<file path="src/rtl/enemy_motion_ctrl.sv">
// Frame-tick driven motion sequencer for one 32x32 enemy sprite: sweep, descend, die, respawn, game over.
// Optional ENEMY_SPEEDUP_EN: horizontal step grows with killCount up to MAX_BOOST.
module enemy_motion_ctrl #(
  parameter int unsigned X_MIN          = 0,
  parameter int unsigned X_MAX          = 608,
  parameter int unsigned X_START        = 304,
  parameter int unsigned Y_START        = 32,
  parameter int unsigned Y_LIMIT        = 416,
  parameter int unsigned STEP_X         = 2,
  parameter int unsigned STEP_Y         = 16,
  parameter int unsigned RESPAWN_FRAMES = 60
`ifdef ENEMY_SPEEDUP_EN
  ,
  parameter int unsigned MAX_BOOST      = 6
`endif
) (
  input  logic       clk,
  input  logic       rst,
  input  logic       frameTick,
  input  logic       start,
  input  logic       hit,
  output logic [9:0] posX,
  output logic [9:0] posY,
  output logic       alive,
  output logic       gameOver,
  output logic [7:0] killCount
);

  typedef enum logic [2:0] {StIdle, StMove, StDescend, StDead, StOver} state_e;

  state_e      state;
  logic        dir_left;
  logic [7:0]  respawn_cnt;
  logic [10:0] step;
  logic [10:0] x_right;
  logic [10:0] y_down;

`ifdef ENEMY_SPEEDUP_EN
  always_comb begin
    step = 11'(STEP_X) + {3'b000, killCount};
    if (killCount > 8'(MAX_BOOST)) step = 11'(STEP_X + MAX_BOOST);
  end
`else
  assign step = 11'(STEP_X);
`endif

  // 11-bit sums so edge tests never see a 10-bit wrap
  assign x_right = {1'b0, posX} + step;
  assign y_down  = {1'b0, posY} + 11'(STEP_Y);

  always_ff @(posedge clk or posedge rst) begin
    if (rst) begin
      state       <= StIdle;
      posX        <= 10'(X_START);
      posY        <= 10'(Y_START);
      dir_left    <= 1'b0;
      alive       <= 1'b0;
      gameOver    <= 1'b0;
      killCount   <= 8'd0;
      respawn_cnt <= 8'd0;
    end else begin
      unique case (state)
        StIdle: begin
          if (start) begin
            state <= StMove;
            alive <= 1'b1;
          end
        end
        StMove, StDescend: begin
          // hit beats a same-cycle frameTick and freezes position/direction
          if (hit) begin
            state       <= StDead;
            alive       <= 1'b0;
            killCount   <= (killCount == 8'hFF) ? killCount : killCount + 8'd1;
            respawn_cnt <= 8'(RESPAWN_FRAMES);
          end else if (frameTick) begin
            if (state == StDescend) begin
              if (y_down >= 11'(Y_LIMIT)) begin
                posY     <= 10'(Y_LIMIT);
                gameOver <= 1'b1;
                state    <= StOver;
              end else begin
                posY  <= y_down[9:0];
                state <= StMove;
              end
            end else if (!dir_left) begin
              if (x_right >= 11'(X_MAX)) begin
                posX     <= 10'(X_MAX);
                dir_left <= 1'b1;
                state    <= StDescend;
              end else begin
                posX <= x_right[9:0];
              end
            end else begin
              if ({1'b0, posX} <= 11'(X_MIN) + step) begin
                posX     <= 10'(X_MIN);
                dir_left <= 1'b0;
                state    <= StDescend;
              end else begin
                posX <= posX - step[9:0];
              end
            end
          end
        end
        StDead: begin
          if (frameTick) begin
            respawn_cnt <= respawn_cnt - 8'd1;
            if (respawn_cnt == 8'd1) begin
              posX     <= 10'(X_START);
              posY     <= 10'(Y_START);
              dir_left <= 1'b0;
              alive    <= 1'b1;
              state    <= StMove;
            end
          end
        end
        StOver: begin
          if (start) begin
            posX      <= 10'(X_START);
            posY      <= 10'(Y_START);
            dir_left  <= 1'b0;
            killCount <= 8'd0;
            gameOver  <= 1'b0;
            state     <= StMove;
          end
        end
        default: state <= StIdle;
      endcase
    end
  end

endmodule
</file>
<file path="config.mk">
export PLATFORM = sky130hd
export DESIGN_NAME = enemy_motion_ctrl
export DESIGN_NICKNAME = d
export VERILOG_FILES = /design/src/rtl/enemy_motion_ctrl.sv
export SDC_FILE = /design/constraint.sdc
export NUM_CORES = 1
export LEC_CHECK = 0
export BUFFER_PORTS_ARGS = -buffer_cell sky130_fd_sc_hd__buf_2
export CAP_MARGIN = 20
export CORE_AREA = 2 2 129 81
export CTS_CLUSTER_DIAMETER = 30
export DETAILED_ROUTE_END_ITERATION = 7
export DIE_AREA = 0 0 131 83
export SYNTH_ARGS = -nofsm -noshare
export SYNTH_HDL_FRONTEND = slang
export SYNTH_SLANG_ARGS = --single-unit
</file>
<file path="constraint.sdc">
create_clock -name clk -period 3 [get_ports clk]
set_input_delay 0.6 -clock clk [delete_from_list [all_inputs] [get_ports clk]]
set_output_delay 0.6 -clock clk [all_outputs]
set_load 0.005 [all_outputs]
</file>
==> results.txt <==
The run finished with clean final reports. The total of warnings raised by yosys is 0. In the synthesized netlist the async set-or-reset flop fraction comes to 1.00. The clock root buffer master is sky130_fd_sc_hd__clkbuf_16.

The maximum count of clock buffers along a single path came out at 2. Dividing the detail-routed via count by the number of cells gives 5.29. Dividing the final minimum period by the clock period gives 0.914. The number of max-slew violations in the final report came out at 0. The logic depth of the worst register-to-register path is 7.

The top flip-flop cell by instance count after synthesis is sky130_fd_sc_hd__dfrtp_1. The leftover overflow at the end of global routing is 0. Of all cell types, the one taking the most synthesized area is sky130_fd_sc_hd__dfrtp_1.

The global-route usage over all layers is 0.138. For this run, the top clock speed supported by timing is 0.365 GHz. The area occupied by registers is 931 um2. The top-level I/O count came out at 35. The first-pass GRT wire length came out at 12100 um. The number of cells in the finished layout apart from fillers came out at 489.

By count the netlist is led by sky130_fd_sc_hd__nand2_1, sky130_fd_sc_hd__dfrtp_1, sky130_fd_sc_hd__nor2_1, sky130_fd_sc_hd__o21ai_0, sky130_fd_sc_hd__a21oi_1. The static leakage power came out at 1.36 nW. The mean post-synth cell area is 8.18 um2. The post-synthesis sequential element count is 37. The most instantiated library cell after synthesis is sky130_fd_sc_hd__nand2_1. The slew at the pin closest to its max-slew limit is 0.781 ns.

The final weighted congestion of routability-driven global placement is 0.953. The insertion delay of the later-clocked pin in the worst-skew pair came out at 0.29 ns. The filler cell count came out at 1011.

In this run the critical register-to-register path is launched from posX[1]$_DFFE_PP0P_. The critical path start-end classification is reg2reg. The critical path starts at posX[1]$_DFFE_PP0P_. The maximum number of pins on one net before global-route repair is 38. The floorplan die area came out at 10900 um2. Across all layers, the routed design uses 2588 vias.

The total iterations of the first detailed-routing run came out at 5. The placeable core region is 9630 um2. Ranked by total cell area, the synthesized netlist is headed by sky130_fd_sc_hd__dfrtp_1, sky130_fd_sc_hd__nand2_1, sky130_fd_sc_hd__o21ai_0. The data required time at the worst endpoint came out at 3.18 ns.

After detailed routing, the number of remaining DRC violations is 0. The share of synthesized area occupied by flip-flops and latches is 0.338. The placement row count came out at 28.

The area occupied by multi-input gates came out at 1640 um2. The number of synthesized flops with an enable pin came out at 0. From bottom edge to top edge, the die measures 83 um. The max-capacitance violation count came out at 0. The area fraction of the dominant cell type after synthesis is 0.300. The diode insertion count for antenna repair is 0. The count of routing violations after the opening detailed-route iteration came out at 193. Counting every instance in the synthesized netlist gives 337. The overall power after layout came out at 0.00185 W. The number of failing hold endpoints at the final stage came out at 0.

The fraction of final layout cells with drive strength greater than 1 is 0.161. Prior to clock tree synthesis, the placed netlist has a worst setup slack of 0.299 ns. Setup repair after global routing left no endpoint under its margin. The power density over the cells is 591 nW/um2. The number of distinct standard cells referenced by the synthesized netlist is 66. The class of the tightest hold or removal check is in2async.

The routed wire length is 7270 um. The hold buffer count at CTS came out at 0. The final worst setup slack came out at 0.259 ns. The clock slew at the register clock pins of the worst setup and hold paths came out at 0.07 ns. Setup violations remaining at the end of the flow were counted as 0. The headroom to the max-slew limit is 0.475. The clock sink count came out at 37. The net count of the finished layout is 366. After layout, the minimum clock period comes to 2.74 ns.

The number of resized instances in the post-cts repair step is 0. Summed over all failing endpoints, the final setup total negative slack is 0 ns. The wire length per cell came out at 14.9 um. The endpoint type of the worst setup path is a register. The setup check on the worst reg-to-reg path leaves a slack of 0.26 ns. TritonCTS built the clock tree.

The number of global-route vias before repair came to 2337. The layout overhead on the synthesized area is 13.3%. The final cell utilization of the core came out at 0.324. Once detailed placement completed, the half-perimeter wirelength came to 5110 um. The number of port buffers is 29. The cell count after placement is 481. The critical path endpoint is posX[6]$_DFFE_PP0P_.

The width of the chip came out at 131 um. The post-CTS setup buffer count is 0. The largest clock skew in the final design is 0.00814 ns. The endpoint identified for the worst register-to-register timing path is posX[6]$_DFFE_PP0P_. The number of nets with antenna violations after routing came out at 0. For this configuration, the core starts out at a cell density of 0.286.

In this run, CTS created clock tree buffers numbering 5. The number of antenna violations at the first check in global routing came to 0. The deepest level of the CTS H-tree is 2.

Data on the critical path arrives at its endpoint at 2.93 ns. The worst setup path is launched from a register. The peak ir drop on the vdd network is 241 uV. Along the worst path, the maximum fanout reaches 12. The post-synth design cell area came out at 2760 um2.
[worst min path at each step]
stage                                   from                  endpoint  cells after the start
floorplan           killCount[7]$_DFFE_PP0P_  killCount[7]$_DFFE_PP0P_                      1
global placement    killCount[7]$_DFFE_PP0P_  killCount[7]$_DFFE_PP0P_                      1
detailed placement         alive$_DFFE_PP0P_         alive$_DFFE_PP0P_                      1
CTS                                      rst       posX[9]$_DFFE_PP0P_                      3
global route                             rst       posX[9]$_DFFE_PP0P_                      3
finish                                   rst       posX[9]$_DFFE_PP0P_                      3
[power by group]
part / leakage (nW) / total (W) / internal (W) / switching, W
clock: 0.0702 / 0.000546 / 0.000310 / 0.000236
sequential: 0.426 / 0.000785 / 0.000613 / 0.000173
combinational: 0.861 / 0.000516 / 0.000234 / 0.000282
total: 1.36 / 0.00185 / 0.00116 / 0.000690
[logic make-up after synthesis]
group                      synth area share
other                               0.00136
buffers and inverters                0.0717
DFF                                   0.338
and+or+nand+nor                       0.262
AOI/OAI and AO/OA                     0.236
muxes                                0.0195
xor gates and xnor gates             0.0318
adders and majority gates            0.0399
[routing by layer]
metal,vias up,part of all wire,GRT usage,routed length (um)
met4,0,0.0094,0.0319,68
li1,1246,-,-,-
met3,7,0.061,0.0354,444
met1,1239,0.53,0.220,3870
met5,-,0,0,0
met2,96,0.40,0.182,2880
[cell type report]
class | count | share of cell area
multi-input combinational | 261 | 0.526
sequential | 37 | 0.298
timing repair buffer | 34 | 0.0585
tap | 135 | 0.0541
clock buffer | 5 | 0.0400
inverter | 14 | 0.0168
clock inverter | 3 | 0.00681
[placed cells by master, fill, tap and decap left out, drive strengths merged, types with 4 or more instances in the layout]
cell type,n
nor2,22
o21ai,22
inv,15
o31ai,6
nand4,5
nor2b,6
dfrtp,33
conb,5
nand2,40
a22o,4
ha,8
a31oi,8
xor2,7
buf,34
nand2b,6
and3,5
dfstp,4
nor3,12
a21oi,19
nand3,17
and2,5
clkbuf,5
[state kept, by name, summed over array words and instances (netlist names)]
signal / cells
respawn_cnt: 8
killCount: 8
alive: 1
state: 3
dir_left: 1
gameOver: 1
posX: 9
posY: 6
[metrics by stage]
step	hold slack (ns)	cell area, um2
2_1_floorplan	0.482	2770
3_3_place_gp	0.482	2980
3_5_place_dp	0.489	2980
4_1_cts	0.448	3120
5_1_grt	0.500	3120
6_report	0.424	3120
[worst max-delay path, cell delays in order (launching register included)]
cell                      delay, ns
sky130_fd_sc_hd__dfrtp_1       0.54
sky130_fd_sc_hd__ha_1          0.30
sky130_fd_sc_hd__and3_1        0.35
sky130_fd_sc_hd__nand2_1       0.15
sky130_fd_sc_hd__o211a_1       0.17
sky130_fd_sc_hd__nor4_2        0.70
sky130_fd_sc_hd__o21ai_0       0.20
sky130_fd_sc_hd__a22o_1        0.22
Note: power is estimated with default switching activity, not from simulation.
